$ cat src/rtl/pc_unit.sv
// Program-counter unit for the fetch stage: registered PC, prioritised redirect
// selection and a one-entry holding slot for redirects that arrive during a stall.
module pc_unit #(
    parameter int unsigned      WIDTH     = 32,
    parameter int unsigned      STEP      = 1,
    parameter logic [WIDTH-1:0] RESET_VEC = {WIDTH{1'b0}},
    parameter logic [WIDTH-1:0] EXC_VEC   = WIDTH'(32'h80)
) (
    input  logic             clk,
    input  logic             rst_n,
    input  logic             stall,
    input  logic             branch_taken,
    input  logic [WIDTH-1:0] branch_target,
    input  logic             jump,
    input  logic [WIDTH-1:0] jump_target,
    input  logic             exc,
    output logic [WIDTH-1:0] pc,
    output logic [WIDTH-1:0] pc_incr,
    output logic             fetch_valid,
    output logic             flush
);

    typedef enum logic [1:0] {
        BOOT = 2'd0,
        RUN  = 2'd1,
        HOLD = 2'd2
    } state_t;

    // Priority classes; a larger value outranks a smaller one.
    localparam logic [1:0] CLS_NONE = 2'd0;
    localparam logic [1:0] CLS_BR   = 2'd1;
    localparam logic [1:0] CLS_JMP  = 2'd2;
    localparam logic [1:0] CLS_EXC  = 2'd3;

    localparam logic [WIDTH-1:0] STEP_V = WIDTH'(STEP);

    state_t           state_r;
    logic             pend_valid_r;
    logic [WIDTH-1:0] pend_target_r;
    logic [1:0]       pend_class_r;

    logic             req_s;
    logic [1:0]       req_class_s;
    logic [WIDTH-1:0] req_target_s;
    logic             live_wins_s;

    assign pc_incr = pc + STEP_V;

    // Pick the winning live redirect and decide whether it outranks the pending one.
    always_comb begin
        req_s        = 1'b0;
        req_class_s  = CLS_NONE;
        req_target_s = {WIDTH{1'b0}};
        if (exc) begin
            req_s        = 1'b1;
            req_class_s  = CLS_EXC;
            req_target_s = EXC_VEC;
        end else if (jump) begin
            req_s        = 1'b1;
            req_class_s  = CLS_JMP;
            req_target_s = jump_target;
        end else if (branch_taken) begin
            req_s        = 1'b1;
            req_class_s  = CLS_BR;
            req_target_s = branch_target;
        end else begin
            req_s        = 1'b0;
            req_class_s  = CLS_NONE;
            req_target_s = {WIDTH{1'b0}};
        end
        live_wins_s = req_s && (!pend_valid_r || (req_class_s >= pend_class_r));
    end

    // PC register, pending-redirect slot and control state.
    always_ff @(posedge clk or negedge rst_n) begin
        if (!rst_n) begin
            state_r       <= BOOT;
            pc            <= RESET_VEC;
            fetch_valid   <= 1'b0;
            flush         <= 1'b0;
            pend_valid_r  <= 1'b0;
            pend_target_r <= {WIDTH{1'b0}};
            pend_class_r  <= CLS_NONE;
        end else begin
            case (state_r)
                BOOT: begin
                    fetch_valid <= 1'b1;
                    flush       <= 1'b0;
                    state_r     <= RUN;
                end
                RUN: begin
                    if (!stall) begin
                        if (req_s) begin
                            pc    <= req_target_s;
                            flush <= 1'b1;
                        end else begin
                            pc    <= pc_incr;
                            flush <= 1'b0;
                        end
                    end else begin
                        flush <= 1'b0;
                        if (req_s) begin
                            pend_valid_r  <= 1'b1;
                            pend_target_r <= req_target_s;
                            pend_class_r  <= req_class_s;
                            state_r       <= HOLD;
                        end
                    end
                end
                HOLD: begin
                    if (stall) begin
                        flush <= 1'b0;
                        if (live_wins_s) begin
                            pend_target_r <= req_target_s;
                            pend_class_r  <= req_class_s;
                        end
                    end else begin
                        pc           <= live_wins_s ? req_target_s : pend_target_r;
                        flush        <= 1'b1;
                        pend_valid_r <= 1'b0;
                        pend_class_r <= CLS_NONE;
                        state_r      <= RUN;
                    end
                end
                default: begin
                    // Unreachable encoding: fall back to a clean boot.
                    state_r      <= BOOT;
                    pc           <= RESET_VEC;
                    fetch_valid  <= 1'b0;
                    flush        <= 1'b0;
                    pend_valid_r <= 1'b0;
                    pend_class_r <= CLS_NONE;
                end
            endcase
        end
    end

endmodule

$ cat config.mk
export PLATFORM = sky130hd
export DESIGN_NAME = pc_unit
export DESIGN_NICKNAME = d
export VERILOG_FILES = /design/src/rtl/pc_unit.sv
export SDC_FILE = /design/constraint.sdc
export NUM_CORES = 1
export LEC_CHECK = 0
export CORE_MARGIN = 1
export CORE_UTILIZATION = 25
export DETAILED_ROUTE_END_ITERATION = 7
export GPL_TIMING_DRIVEN = 0
export PLACE_DENSITY = 0.48
export SYNTH_ARGS = -nofsm -noshare
export SYNTH_HDL_FRONTEND = slang
export SYNTH_SLANG_ARGS = --single-unit
export TNS_END_PERCENT = 10
$ cat constraint.sdc
create_clock -name clk -period 3.7 [get_ports clk]
set_clock_uncertainty 0.05 [all_clocks]
set_input_delay 0.925 -clock clk [delete_from_list [all_inputs] [get_ports clk]]
set_output_delay 0.925 -clock clk [all_outputs]
set_load 0.005 [all_outputs]
==> results.py <==
metrics = {
    "job": {
        "cap_viol_max_count": 0,
    },
    "hold_path": {
        "hold_start": "pend_target_r[2]",
        "timing.hold.worst.class": "reg2reg",
        "hold_end": "pend_target_r[2]",
        "timing.hold.worst_path_depth": 1,
    },
    "sta": {
        "final_critical_path_setup_slack_ns": -0.0480,
        "final_period_minus_worst_setup_slack_ns": 3.75,
        "setup_viol": 1,
        "rsz_0062_raised_after_global_routing": "true",
        "timing.setup.tns_ns": -0.0480,
        "fin_hold_ws_ns": 0.450,
        "max_slew.worst_pin.slew_ns": 0.798,
        "timing.final.crit_share": 1.01,
        "max_freq_mhz": 267,
        "timing.max_slew.rel_slack": 0.468,
        "timing_hold_violations_final": 0,
        "max_slew_violation_count": 0,
    },
    "outcome": {
        "status": "complete, but fails checks",
        "violations": "setup timing",
    },
    "logic_synthesis": {
        "synth_top_area_frac": 0.355,
        "synth_seq_cells": 71,
        "synth_compound_area_frac": 0.199,
        "ys_seq_area_frac": 0.355,
        "synth_fp_nets": 650,
        "synth_enable_flop_cells": 0,
        "ys_async_sr_fraction": 1.00,
        "proportion_of_synthesized_area_in_mux_cells": 0.102,
        "post-synth-top-area-cell": "sky130_fd_sc_hd__dfrtp_1",
        "ys_dominant_reg_cell": "sky130_fd_sc_hd__dfrtp_1",
        "synthesis.area_per_instance_um2": 8.72,
        "post_synth_instance_area_mm2": 0.00500,
        "post_synth_xor_area_fraction": 0.0541,
        "post_synth_and_or_nand_nor_area_fraction": 0.224,
        "ys.warnings.count": 0,
        "yosys.area_share.adder": 0.0175,
        "synth_top_family_by_area": "simple AND/OR/NAND/NOR gates",
        "synth_top_cells_by_area": "sky130_fd_sc_hd__dfrtp_1 (36%), sky130_fd_sc_hd__mux2_2 (9.2%), sky130_fd_sc_hd__nand2_1 (4.4%)",
        "synth.lib_cells_used.distinct": 59,
        "postSynthCellCount": 573,
    },
    "critical_path": {
        "worst_r2r_startpoint": "state_r[1]",
        "cp_max_fo": 8,
        "reg2reg_setup_slack_ns": 0.97,
        "cpLargestDelayFamily": "simple AND/OR/NAND/NOR gates",
        "worst_ep_required_time_ns": 2.72,
        "reg2reg_depth": 8,
        "rr_endpoint": "pc[9]",
        "path_buf_inv": 2,
        "critPathMaxStageDelay_ns": 0.55,
        "critical_path.cell_chain": "nand4_1 -> or4_4 -> buf_4 -> or2_2 -> xnor2_2 -> clkdlybuf4s50_1",
        "critPathCaptureType": "primary output",
        "timing.critical_path.arrival_ns": 2.77,
        "start_kind": "flop",
        "cpMaxStageDelayCell": "sky130_fd_sc_hd__or4_4",
        "critPathKind": "reg2out",
    },
    "detailed_routing": {
        "detail_route.vias_per_cell": 5.21,
        "drtPass1Iterations": 4,
        "ant_nets": 0,
        "drt_wl_total_um": 19700,
        "routedWlPerCell_um": 19.8,
        "route.vias.total": 5179,
        "drt_drc_violations_left": 0,
        "drt_iter0_drc": 420,
    },
    "die": {
        "core.rowCount": 51,
        "design.die.area_mm2": 0.0206,
        "die-width_um": 143,
        "core_region_area_mm2": 0.0195,
        "effective_utilization_at_floorplan": 0.256,
        "floorplan.io_pins": 136,
        "fp.dieH_um": 143,
    },
    "place": {
        "dp_slack_ns": -1.70,
        "gp_routability_congestion": 0.878,
        "port_buffers": 134,
        "hpwl_um": 14600,
    },
    "clock_tree": {
        "cts_tree": "yes",
        "cts_hold_repair.buffers": 0,
        "clk_sink_count": 71,
        "cts-root-buf": "sky130_fd_sc_hd__clkbuf_16",
        "cts.path.max_buffers": 2,
        "clk_transition_reported_paths_ns": 0.06,
        "clk-insertion-delay-late_ns": 0.34,
        "htree_num_levels": 3,
        "cts_buffers": 9,
    },
    "grt": {
        "antenna_found_initial": 0,
        "globalRouteOverflowTotal": 0,
        "grt_start_max_net_pins": 45,
        "groute.usage.overall": 0.193,
        "grt_pass1_vias": 5039,
        "grt_first_pass_wirelength_um": 29200,
    },
    "final_layout": {
        "multi_input_area_mm2": 0.00311,
        "area_growth_syn_to_layout_pct": 45.3,
        "final_core_util": 0.372,
        "share_of_final_layout_standard_cells_stronger_than_drive_strength_1": 0.171,
        "layout.filler_cells": 1999,
        "antennaDiodeCount": 0,
        "final_cell_mix": "sky130_fd_sc_hd__clkdlybuf4s50_1 (130), sky130_fd_sc_hd__dfrtp_1 (59), sky130_fd_sc_hd__nand2_1 (58), sky130_fd_sc_hd__nor2_1 (47)",
        "register_area_mm2": 0.00179,
        "net_count_of_the_finished_layout": 802,
        "layout_commonest_cell": "sky130_fd_sc_hd__clkdlybuf4s50_1",
    },
    "pwr": {
        "netSwitchingFraction": 0.396,
        "power.combinational.fraction": 0.509,
        "leakage_nw": 2.91,
        "totalPowerFinal_mw": 4.48,
        "power.share.clock": 0.203,
        "internal-power_mw": 2.71,
        "p_switching_mw": 1.77,
        "seq_power_share": 0.289,
        "vdd_drop_max_uv": 281,
        "cellPowerDensity_mw_per_mm2": 617,
    },
}
## Yosys cell counts (all sizes together) (2+ instances only)
cell	number
mux2i	5
nor2	50
a31oi	9
or4	2
nand2	58
a21o	5
xnor2	20
o21ai	42
a221oi	3
a21oi	23
and4	3
dfrtp	71
nor3	13
inv	7
or4bb	7
and2	8
nor3b	2
nor4	3
xor2	10
a221o	7
or2	3
ha	7
o21a	2
a32o	5
a22oi	27
mux2	41
nor2b	8
o22ai	2
buf	11
nand2b	4
nand3b	7
o211ai	10
o2bb2ai	2
nand4	9
and3	8
clkbuf	35
a32oi	5
nand3	28
or3	4
## registers in the layout, summed over array words and instances, names as in the netlist
register,cells
pend_valid_r,1
pc,32
flush,1
state_r,2
pend_target_r,32
pend_class_r,2
fetch_valid,1
## kinds of logic (layout without fill, tap and decap cells)
group / count (synthesis) / in the layout
fa+ha+maj: 7 / 7
flops: 71 / 71
simple gates: 217 / 217
mux: 46 / 46
compound gates: 149 / 149
buf+inv: 53 / 210
xor+xnor: 30 / 30
## cell type report
cell class,count,area share
buffer,41,0.0324
clock buffer,13,0.0372
clock inverter,3,0.00551
inverter,7,0.00362
multi-input combinational,449,0.429
sequential,71,0.247
tap,265,0.0457
timing repair buffer,146,0.200
## worst max-delay path by stage
stage           start          end  slack, ns  cells past startpoint
4_1_cts        pc[13]  pc_incr[28]      -0.03                      7
3_3_place_gp     jump       pc[21]      -1.63                     14
5_1_grt         pc[6]  pc_incr[17]      -0.09                      6
2_1_floorplan     exc       pc[16]       0.02                     13
6_report        pc[6]  pc_incr[17]      -0.05                      6
3_5_place_dp     jump       pc[21]      -1.70                     14
## per-stage QoR
stage | area [um^2] | instances
floorplan | 5000 | 573
global placement | 6670 | 972
detailed placement | 6700 | 973
CTS | 7140 | 988
global route | 7260 | 995
finish | 7260 | 995
## per-layer routing
layer | global-route usage | vias to the layer above | wire length, um
li1 | - | 2409 | -
met2 | 0.309 | 192 | 9210
met4 | 0.0672 | 0 | 410
met3 | 0.0233 | 26 | 995
met5 | 0 | - | 0
met1 | 0.265 | 2552 | 9070
## power groups by stage
stage / clock network, mW / logic, mW / registers (mW)
2_1_floorplan: 0 / 1.16 / 1.23
3_3_place_gp: 0 / 2.13 / 1.28
3_5_place_dp: 0 / 2.16 / 1.29
4_1_cts: 0.926 / 2.23 / 1.28
5_1_grt: 0.954 / 2.44 / 1.33
6_report: 0.909 / 2.28 / 1.29
## repair_timing
action	4_1_cts	5_1_grt
endpoints found under the setup margin	79	54
gates resized for setup	38	27
pin swaps	4	6
setup buffers	4	7
## worst register-to-register path: cells and delay by family (launching register included)
kind	cells	cell delay (ns)
flops	1	0.43
simple gates	2	0.50
buf+inv	3	0.85
fa+ha+maj	1	0.29
compound gates	2	0.49
No activity file was read; power rests on OpenSTA's default activity.
